===== src/rtl/alu_requester_if.sv =====
// alu_requester_if: handshake bundle between a host, the ALU command/response path
// and the completion consumer, as seen from the requester.
//   req_*  host operation in (valid/ready, op, a, b)
//   cmd_*  10-bit command word out to the ALU path
//   rsp_*  9-bit result back from the ALU path
//   cpl_*  completion record out (operands, result, mismatch, div-by-zero)
// master: the requester side. slave: host / ALU path / consumer side.
interface alu_requester_if;
  logic       req_valid;
  logic       req_ready;
  logic [1:0] req_op;
  logic [3:0] req_a;
  logic [3:0] req_b;

  logic [9:0] cmd_data;
  logic       cmd_valid;
  logic       cmd_ready;

  logic [8:0] rsp_data;
  logic       rsp_valid;
  logic       rsp_ready;

  logic       cpl_valid;
  logic       cpl_ready;
  logic [1:0] cpl_op;
  logic [3:0] cpl_a;
  logic [3:0] cpl_b;
  logic [8:0] cpl_result;
  logic       cpl_mismatch;
  logic       cpl_dz;

  modport master (
    input  req_valid, req_op, req_a, req_b, cmd_ready, rsp_data, rsp_valid, cpl_ready,
    output req_ready, cmd_data, cmd_valid, rsp_ready, cpl_valid, cpl_op, cpl_a, cpl_b,
           cpl_result, cpl_mismatch, cpl_dz
  );

  modport slave (
    output req_valid, req_op, req_a, req_b, cmd_ready, rsp_data, rsp_valid, cpl_ready,
    input  req_ready, cmd_data, cmd_valid, rsp_ready, cpl_valid, cpl_op, cpl_a, cpl_b,
           cpl_result, cpl_mismatch, cpl_dz
  );
endinterface


===== src/rtl/alu_requester.sv =====
// alu_requester: initiator end of the ALU command/response path. Packs host operations
// into {op, b, a} command words, keeps up to DEPTH in-flight operand sets in issue order,
// checks each returned result against a locally computed value and emits a completion.
// Ports:
//   clk, reset    clock (rising edge), asynchronous active-high reset
//   bus           alu_requester_if.master (req/cmd/rsp/cpl handshakes)
//   issued_cnt    commands issued, saturating
//   mismatch_cnt  result mismatches, saturating
//   orphan_err    sticky: response with nothing outstanding
//   timeout_err   sticky: response watchdog expired
module alu_requester #(
  parameter int unsigned DEPTH   = 4,
  parameter int unsigned TIMEOUT = 64
) (
  input  logic            clk,
  input  logic            reset,
  alu_requester_if.master bus,
  output logic [15:0]     issued_cnt,
  output logic [15:0]     mismatch_cnt,
  output logic            orphan_err,
  output logic            timeout_err
);

  localparam int unsigned PtrW = $clog2(DEPTH);
  localparam int unsigned WdW  = $clog2(TIMEOUT + 1);
  localparam logic [PtrW:0]  DepthVal   = (PtrW + 1)'(DEPTH);
  localparam logic [WdW-1:0] TimeoutVal = WdW'(TIMEOUT);

  typedef enum logic [0:0] {StIdle, StSend} state_e;

  state_e          state_q, state_d;
  logic [9:0]      cmd_data_q;
  logic [PtrW-1:0] wr_ptr_q, rd_ptr_q;
  logic [PtrW:0]   count_q;
  logic [WdW-1:0]  wd_q;

  // Outstanding operand storage; contents are only meaningful below count_q.
  logic [1:0] q_op [DEPTH];
  logic [3:0] q_a  [DEPTH];
  logic [3:0] q_b  [DEPTH];

  logic       cpl_valid_q, cpl_mismatch_q, cpl_dz_q;
  logic [1:0] cpl_op_q;
  logic [3:0] cpl_a_q, cpl_b_q;
  logic [8:0] cpl_result_q;

  logic       req_fire, rsp_fire, pop, orphan;
  logic [1:0] head_op;
  logic [3:0] head_a, head_b;
  logic [8:0] exp_res;
  logic       exp_dz, mismatch;

  assign bus.req_ready = ((state_q == StIdle) || bus.cmd_ready) && (count_q < DepthVal) && !reset;
  assign bus.rsp_ready = !cpl_valid_q || bus.cpl_ready;
  assign bus.cmd_valid = (state_q == StSend);
  assign bus.cmd_data  = cmd_data_q;

  assign bus.cpl_valid    = cpl_valid_q;
  assign bus.cpl_op       = cpl_op_q;
  assign bus.cpl_a        = cpl_a_q;
  assign bus.cpl_b        = cpl_b_q;
  assign bus.cpl_result   = cpl_result_q;
  assign bus.cpl_mismatch = cpl_mismatch_q;
  assign bus.cpl_dz       = cpl_dz_q;

  assign req_fire = bus.req_valid && bus.req_ready;
  assign rsp_fire = bus.rsp_valid && bus.rsp_ready;
  assign pop      = rsp_fire && (count_q != '0);
  assign orphan   = rsp_fire && (count_q == '0);

  assign head_op = q_op[rd_ptr_q];
  assign head_a  = q_a[rd_ptr_q];
  assign head_b  = q_b[rd_ptr_q];

  always_comb begin
    state_d = state_q;
    unique case (state_q)
      StIdle:  if (req_fire) state_d = StSend;
      // A same-cycle new request keeps us in StSend for back-to-back issue.
      StSend:  if (bus.cmd_ready && !req_fire) state_d = StIdle;
      default: state_d = StIdle;
    endcase
  end

  // Expected result: add/sub wrap to 4 bits, mul is 8 bits, div truncates.
  always_comb begin
    exp_res = '0;
    exp_dz  = 1'b0;
    unique case (head_op)
      2'd0: exp_res = {5'd0, head_a + head_b};
      2'd1: exp_res = {5'd0, head_a - head_b};
      2'd2: exp_res = {1'b0, {4'd0, head_a} * {4'd0, head_b}};
      2'd3: begin
        if (head_b == 4'd0) exp_dz = 1'b1;
        else                exp_res = {5'd0, head_a / head_b};
      end
      default: exp_res = '0;
    endcase
  end

  assign mismatch = (bus.rsp_data != exp_res) && !exp_dz;

  always_ff @(posedge clk) begin
    if (req_fire) begin
      q_op[wr_ptr_q] <= bus.req_op;
      q_a[wr_ptr_q]  <= bus.req_a;
      q_b[wr_ptr_q]  <= bus.req_b;
    end
  end

  always_ff @(posedge clk or posedge reset) begin
    if (reset) begin
      state_q        <= StIdle;
      cmd_data_q     <= '0;
      wr_ptr_q       <= '0;
      rd_ptr_q       <= '0;
      count_q        <= '0;
      wd_q           <= '0;
      issued_cnt     <= '0;
      mismatch_cnt   <= '0;
      orphan_err     <= 1'b0;
      timeout_err    <= 1'b0;
      cpl_valid_q    <= 1'b0;
      cpl_op_q       <= '0;
      cpl_a_q        <= '0;
      cpl_b_q        <= '0;
      cpl_result_q   <= '0;
      cpl_mismatch_q <= 1'b0;
      cpl_dz_q       <= 1'b0;
    end else begin
      state_q <= state_d;

      if (req_fire) begin
        cmd_data_q <= {bus.req_op, bus.req_b, bus.req_a};
        wr_ptr_q   <= wr_ptr_q + 1'b1;
        if (issued_cnt != 16'hFFFF) issued_cnt <= issued_cnt + 16'd1;
      end

      if (pop) rd_ptr_q <= rd_ptr_q + 1'b1;

      if (req_fire && !pop)      count_q <= count_q + 1'b1;
      else if (!req_fire && pop) count_q <= count_q - 1'b1;

      if (pop) begin
        cpl_valid_q    <= 1'b1;
        cpl_op_q       <= head_op;
        cpl_a_q        <= head_a;
        cpl_b_q        <= head_b;
        cpl_result_q   <= bus.rsp_data;
        cpl_mismatch_q <= mismatch;
        cpl_dz_q       <= exp_dz;
        if (mismatch && (mismatch_cnt != 16'hFFFF)) mismatch_cnt <= mismatch_cnt + 16'd1;
      end else if (bus.cpl_ready) begin
        cpl_valid_q <= 1'b0;
      end

      if (orphan) orphan_err <= 1'b1;

      // Watchdog holds at TIMEOUT; the flag follows one cycle later.
      if (rsp_fire || (count_q == '0)) wd_q <= '0;
      else if (wd_q != TimeoutVal)     wd_q <= wd_q + 1'b1;
      if (wd_q == TimeoutVal) timeout_err <= 1'b1;
    end
  end

endmodule

===== src/flat_wrapper.sv =====
// flat-port wrapper written by rule: the top's interface ports become plain ports
module alu_requester_flat 
#(
  parameter int unsigned DEPTH   = 4,
  parameter int unsigned TIMEOUT = 64
)
  (clk, reset, issued_cnt, mismatch_cnt, orphan_err, timeout_err, bus_req_valid, bus_req_op, bus_req_a, bus_req_b, bus_cmd_ready, bus_rsp_data, bus_rsp_valid, bus_cpl_ready, bus_req_ready, bus_cmd_data, bus_cmd_valid, bus_rsp_ready, bus_cpl_valid, bus_cpl_op, bus_cpl_a, bus_cpl_b, bus_cpl_result, bus_cpl_mismatch, bus_cpl_dz);
  alu_requester_if bus_i ();
  input  logic clk;
  input  logic reset;
  output logic [15:0] issued_cnt;
  output logic [15:0] mismatch_cnt;
  output logic orphan_err;
  output logic timeout_err;
  input wire logic [$bits(bus_i.req_valid)-1:0] bus_req_valid;
  input wire logic [$bits(bus_i.req_op)-1:0] bus_req_op;
  input wire logic [$bits(bus_i.req_a)-1:0] bus_req_a;
  input wire logic [$bits(bus_i.req_b)-1:0] bus_req_b;
  input wire logic [$bits(bus_i.cmd_ready)-1:0] bus_cmd_ready;
  input wire logic [$bits(bus_i.rsp_data)-1:0] bus_rsp_data;
  input wire logic [$bits(bus_i.rsp_valid)-1:0] bus_rsp_valid;
  input wire logic [$bits(bus_i.cpl_ready)-1:0] bus_cpl_ready;
  output wire logic [$bits(bus_i.req_ready)-1:0] bus_req_ready;
  output wire logic [$bits(bus_i.cmd_data)-1:0] bus_cmd_data;
  output wire logic [$bits(bus_i.cmd_valid)-1:0] bus_cmd_valid;
  output wire logic [$bits(bus_i.rsp_ready)-1:0] bus_rsp_ready;
  output wire logic [$bits(bus_i.cpl_valid)-1:0] bus_cpl_valid;
  output wire logic [$bits(bus_i.cpl_op)-1:0] bus_cpl_op;
  output wire logic [$bits(bus_i.cpl_a)-1:0] bus_cpl_a;
  output wire logic [$bits(bus_i.cpl_b)-1:0] bus_cpl_b;
  output wire logic [$bits(bus_i.cpl_result)-1:0] bus_cpl_result;
  output wire logic [$bits(bus_i.cpl_mismatch)-1:0] bus_cpl_mismatch;
  output wire logic [$bits(bus_i.cpl_dz)-1:0] bus_cpl_dz;
  assign bus_i.req_valid = bus_req_valid;
  assign bus_i.req_op = bus_req_op;
  assign bus_i.req_a = bus_req_a;
  assign bus_i.req_b = bus_req_b;
  assign bus_i.cmd_ready = bus_cmd_ready;
  assign bus_i.rsp_data = bus_rsp_data;
  assign bus_i.rsp_valid = bus_rsp_valid;
  assign bus_i.cpl_ready = bus_cpl_ready;
  assign bus_req_ready = bus_i.req_ready;
  assign bus_cmd_data = bus_i.cmd_data;
  assign bus_cmd_valid = bus_i.cmd_valid;
  assign bus_rsp_ready = bus_i.rsp_ready;
  assign bus_cpl_valid = bus_i.cpl_valid;
  assign bus_cpl_op = bus_i.cpl_op;
  assign bus_cpl_a = bus_i.cpl_a;
  assign bus_cpl_b = bus_i.cpl_b;
  assign bus_cpl_result = bus_i.cpl_result;
  assign bus_cpl_mismatch = bus_i.cpl_mismatch;
  assign bus_cpl_dz = bus_i.cpl_dz;
  alu_requester #(.DEPTH(DEPTH), .TIMEOUT(TIMEOUT)) u_core (.clk(clk), .reset(reset), .bus(bus_i), .issued_cnt(issued_cnt), .mismatch_cnt(mismatch_cnt), .orphan_err(orphan_err), .timeout_err(timeout_err));
endmodule

===== config.mk =====
export PLATFORM = sky130hd
export DESIGN_NAME = alu_requester_flat
export DESIGN_NICKNAME = d
export VERILOG_FILES = /design/src/rtl/alu_requester_if.sv /design/src/rtl/alu_requester.sv /design/src/flat_wrapper.sv
export SDC_FILE = /design/constraint.sdc
export NUM_CORES = 1
export LEC_CHECK = 0
export CORE_ASPECT_RATIO = 0.9
export CORE_MARGIN = 2
export CORE_UTILIZATION = 30
export DETAILED_ROUTE_END_ITERATION = 10
export GPL_ROUTABILITY_DRIVEN = 0
export PLACE_DENSITY = 0.47
export SKIP_LAST_GASP = 1
export SYNTH_ARGS = -nofsm -noshare
export SYNTH_HDL_FRONTEND = slang
export SYNTH_SLANG_ARGS = --single-unit

===== constraint.sdc =====
create_clock -name clk -period 9.16 [get_ports clk]
set_input_delay 1.374 -clock clk [delete_from_list [all_inputs] [get_ports clk]]
set_output_delay 1.374 -clock clk [all_outputs]
set_load 0.01 [all_outputs]

==> flow_summary_export.csv <==
group,metric,value,unit
status,status,"complete, no violations",
worst_hold_path,hp-class,"flip-flop to flip-flop",
layout,final_cell_mix,"nand2_1 (94), clkdlybuf4s50_1 (93), dfrtp_1 (81)",
clock_network,cts_buffer_depth,2,
setup_path,crit_path_end_kind,"flip-flop",
sta,min_period,7.104,ns
setup_path,r2r_cells,22,
global_route,globalRouteOverflowTotal,0,
place,io_buffers,93,
sta,fin_setup_tns,0,ns
route,wirelength,15.07,mm
logic_synthesis,synth.cell_area,6307,um^2
layout,nFillCells,2008,
clock_network,cts_tree,"built",
layout,fin_cells,967,
global_route,grt_pass1_wl,24.79,mm
sta,setup_viol,0,
layout,drive_above_1_share,8.811,%
route,routedWlPerCell,15.59,um
die,rows,50,
setup_path,crit_required,9.45,ns
setup_path,crit_path_end,"u_core.mismatch_cnt[1]",
logic_synthesis,postSynth.asyncResetShare,66.94,%
logic_synthesis,ys_types,59,
layout,final_common_cell,"nand2_1",
run,maxCapViolCount,0,
logic_synthesis,ys_seq_area_share,51.18,%
sta,fin_crit_sh,77.55,%
global_route,grt_pass1_vias,4690,
setup_path,path_class,"flip-flop to flip-flop",
die,fp.dieW,156.8,um
layout,area_growth,29.34,%
logic_synthesis,yosys.area.top_type,"dfrtp_1",
route,vias,4432,
route,drtIter0Drc,237,
setup_path,start_kind,"flip-flop",
logic_synthesis,postSynthAreaPerCell,11.12,um^2
sta,hold_slack,0.4766,ns
global_route,antenna_found_initial,0,
layout,n_antenna_cell,0,
sta,tightestPinTransition,0.9969,ns
sta,relSlewSlack,33.54,%
power,p_leak,3.489,nW
route,drc,0,
die,pin_count,94,
clock_network,cts_made_buffers,17,
die,start_util,30.46,%
logic_synthesis,synth_top_area_share,32.14,%
logic_synthesis,synth_edf_count,40,
clock_network,clkSinkCount,121,
sta,maxSlewViolCount,0,
sta,hold_violations,0,
power,peakVddDrop,0.1674,mV
die,core_region_area,20710,um^2
place,dp.cells,935,
global_route,track_usage,14.41,%
logic_synthesis,yosysWarnings,0,
die,fp.dieArea,22200,um^2
clock_network,htreeDepth,4,
route,ant_nets,0,
setup_path,r2r-start,"u_core.rd_ptr_q[0]",
setup_path,crit_fanout,19,
sta,max_freq,0.1408,GHz
die,die_y,141.6,um
clock_network,clock_insertion_delay_worst_skew,0.42,ns
setup_path,r2r-end,"u_core.mismatch_cnt[1]",
clock_network,cts_setup_buffers,0,
clock_network,ctsHoldBuffers,0,
sta,grt_setup_unrepaired,"false",
setup_path,crit_start,"u_core.rd_ptr_q[0]",
logic_synthesis,postSynthNetCount,637,
sta,finalClockSkew,0.01178,ns
route,detail_route.first_pass.iterations,4,
clock_network,cts_resized,0,
route,viasPerCell,4.583,
power,cellPowerDensity,374.1,nW/um^2
logic_synthesis,ys_ff_latch,121,
logic_synthesis,syn-instance-count,567,
clock_network,root_buffer,"clkbuf_16",
logic_synthesis,synthFlopType,"dfrtp_1",
place,dpl.hpwl,10.71,mm
setup_path,arrival,7.40,ns
layout,nets,738,
global_route,grt_max_degree,46,
clock_network,path_clk_slew,0.06,ns
setup_path,reg2reg_slack,2.06,ns
logic_synthesis,synth_area_leaders,"dfrtp_1 (32%), edfxtp_1 (19%), ha_1 (7.7%)",
-- cells in the mapped netlist, types with 3 or more instances --
| library cell | count |
|---|---|
| a21o_1 | 3 |
| clkbuf_1 | 5 |
| o21ai_1 | 4 |
| or3_1 | 3 |
| buf_2 | 5 |
| nand2_1 | 94 |
| nand3_2 | 6 |
| xnor2_1 | 37 |
| ha_1 | 39 |
| and2_1 | 7 |
| fa_1 | 6 |
| and3_1 | 18 |
| o21ai_0 | 16 |
| nor2_1 | 45 |
| mux2_1 | 3 |
| o31ai_1 | 3 |
| o21a_1 | 3 |
| nand4_1 | 9 |
| xor2_1 | 13 |
| nand2b_1 | 9 |
| mux2_2 | 9 |
| mux2i_1 | 11 |
| a21oi_1 | 10 |
| edfxtp_1 | 40 |
| nand3_1 | 10 |
| dfrtp_1 | 81 |
| nor2b_1 | 5 |
| inv_1 | 26 |
| nor3_1 | 5 |
| mux4_2 | 7 |
-- cell families after synthesis --
group / share of synthesized area [%]
xor gates and xnor gates: 7.300
AOI/OAI and AO/OA: 5.356
adders and majority gates: 9.641
and+or+nand+nor: 17.34
muxes: 6.388
DFF: 51.18
buffers and inverters: 2.797
-- worst max-delay path, stage by stage (launching register included) --
cell and delay [ns]:
dfrtp_1 1.00, mux2_2 0.41, o21ai_0 0.63, inv_1 0.20
ha_1 0.37, o21a_1 0.15, nor2_1 0.05, nor2_1 0.15
mux2i_1 0.31, ha_1 0.31, o21a_1 0.13, o21a_1 0.19
o21ai_0 0.43, mux2i_1 0.25, ha_1 0.26, a211oi_1 0.21
o21bai_1 0.10, a21oi_1 0.20, xnor2_1 0.08, a21o_1 0.14
or4_1 0.83, nand2_1 0.24, mux2_1 0.33
-- sequential cells by signal, indices dropped and copies added, names as in the netlist --
register / flops
u_core.issued_cnt: 16
u_core.mismatch_cnt: 16
u_core.q_a: 16
u_core.q_b: 16
u_core.bus.cmd_data: 10
u_core.bus.cpl_result: 9
u_core.q_op: 8
u_core.wd_q: 7
u_core.bus.cpl_a: 4
u_core.bus.cpl_b: 4
u_core.count_q: 3
u_core.bus.cpl_op: 2
u_core.rd_ptr_q: 2
u_core.wr_ptr_q: 2
u_core.bus.cmd_valid: 1
u_core.bus.cpl_dz: 1
u_core.bus.cpl_mismatch: 1
u_core.bus.cpl_valid: 1
u_core.orphan_err: 1
u_core.timeout_err: 1
-- how the worst min path moves through the flow --
stage,startpoint,to,slack [ns],cells past startpoint
floorplan,u_core.count_q[2],u_core.count_q[2],0.46,1
global placement,u_core.bus.cmd_data[2],u_core.bus.cmd_data[2],0.46,2
detailed placement,u_core.bus.cmd_data[0],u_core.bus.cmd_data[0],0.46,2
CTS,u_core.bus.cmd_data[1],u_core.bus.cmd_data[1],0.48,2
global route,u_core.issued_cnt[5],u_core.issued_cnt[5],0.50,1
finish,u_core.orphan_err,u_core.orphan_err,0.48,1
-- per-stage QoR --
stage	util, %	worst slack [ns]	area [um^2]	power [W]
detailed placement	36.42	2.105	7542	0.002354
global route	39.40	1.544	8158	0.003306
global placement	36.42	2.338	7542	0.002321
finish	39.40	2.056	8158	0.003052
CTS	39.40	2.061	8158	0.003086
floorplan	-	3.476	6307	0.001835
-- routing by layer --
| metal | global-route usage [%] | routed length, um | up-vias |
|---|---|---|---|
| li1 | - | - | 2160 |
| met1 | 19.11 | 7247 | 2170 |
| met2 | 23.34 | 7022 | 86 |
| met3 | 3.390 | 578 | 16 |
| met4 | 4.587 | 223 | 0 |
| met5 | 0 | 0 | - |
-- power breakdown --
| part | switching (W) | internal, W |
|---|---|---|
| sequential | 0.000123 | 0.000687 |
| combinational | 0.000816 | 0.000719 |
| clock | 0.000271 | 0.000436 |
-- final cells by class --
class | count | area (um^2) | share of cell area (%)
well taps | 286 | 357.8 | 4.387
clock inverters | 14 | 186.4 | 2.285
flip-flops and latches | 121 | 3228 | 39.57
inverters | 28 | 107.6 | 1.319
repair buffers | 95 | 945.9 | 11.60
clock buffers | 18 | 429.2 | 5.261
multi-input cells | 405 | 2903 | 35.58
No activity file was read; power rests on OpenSTA's default activity.
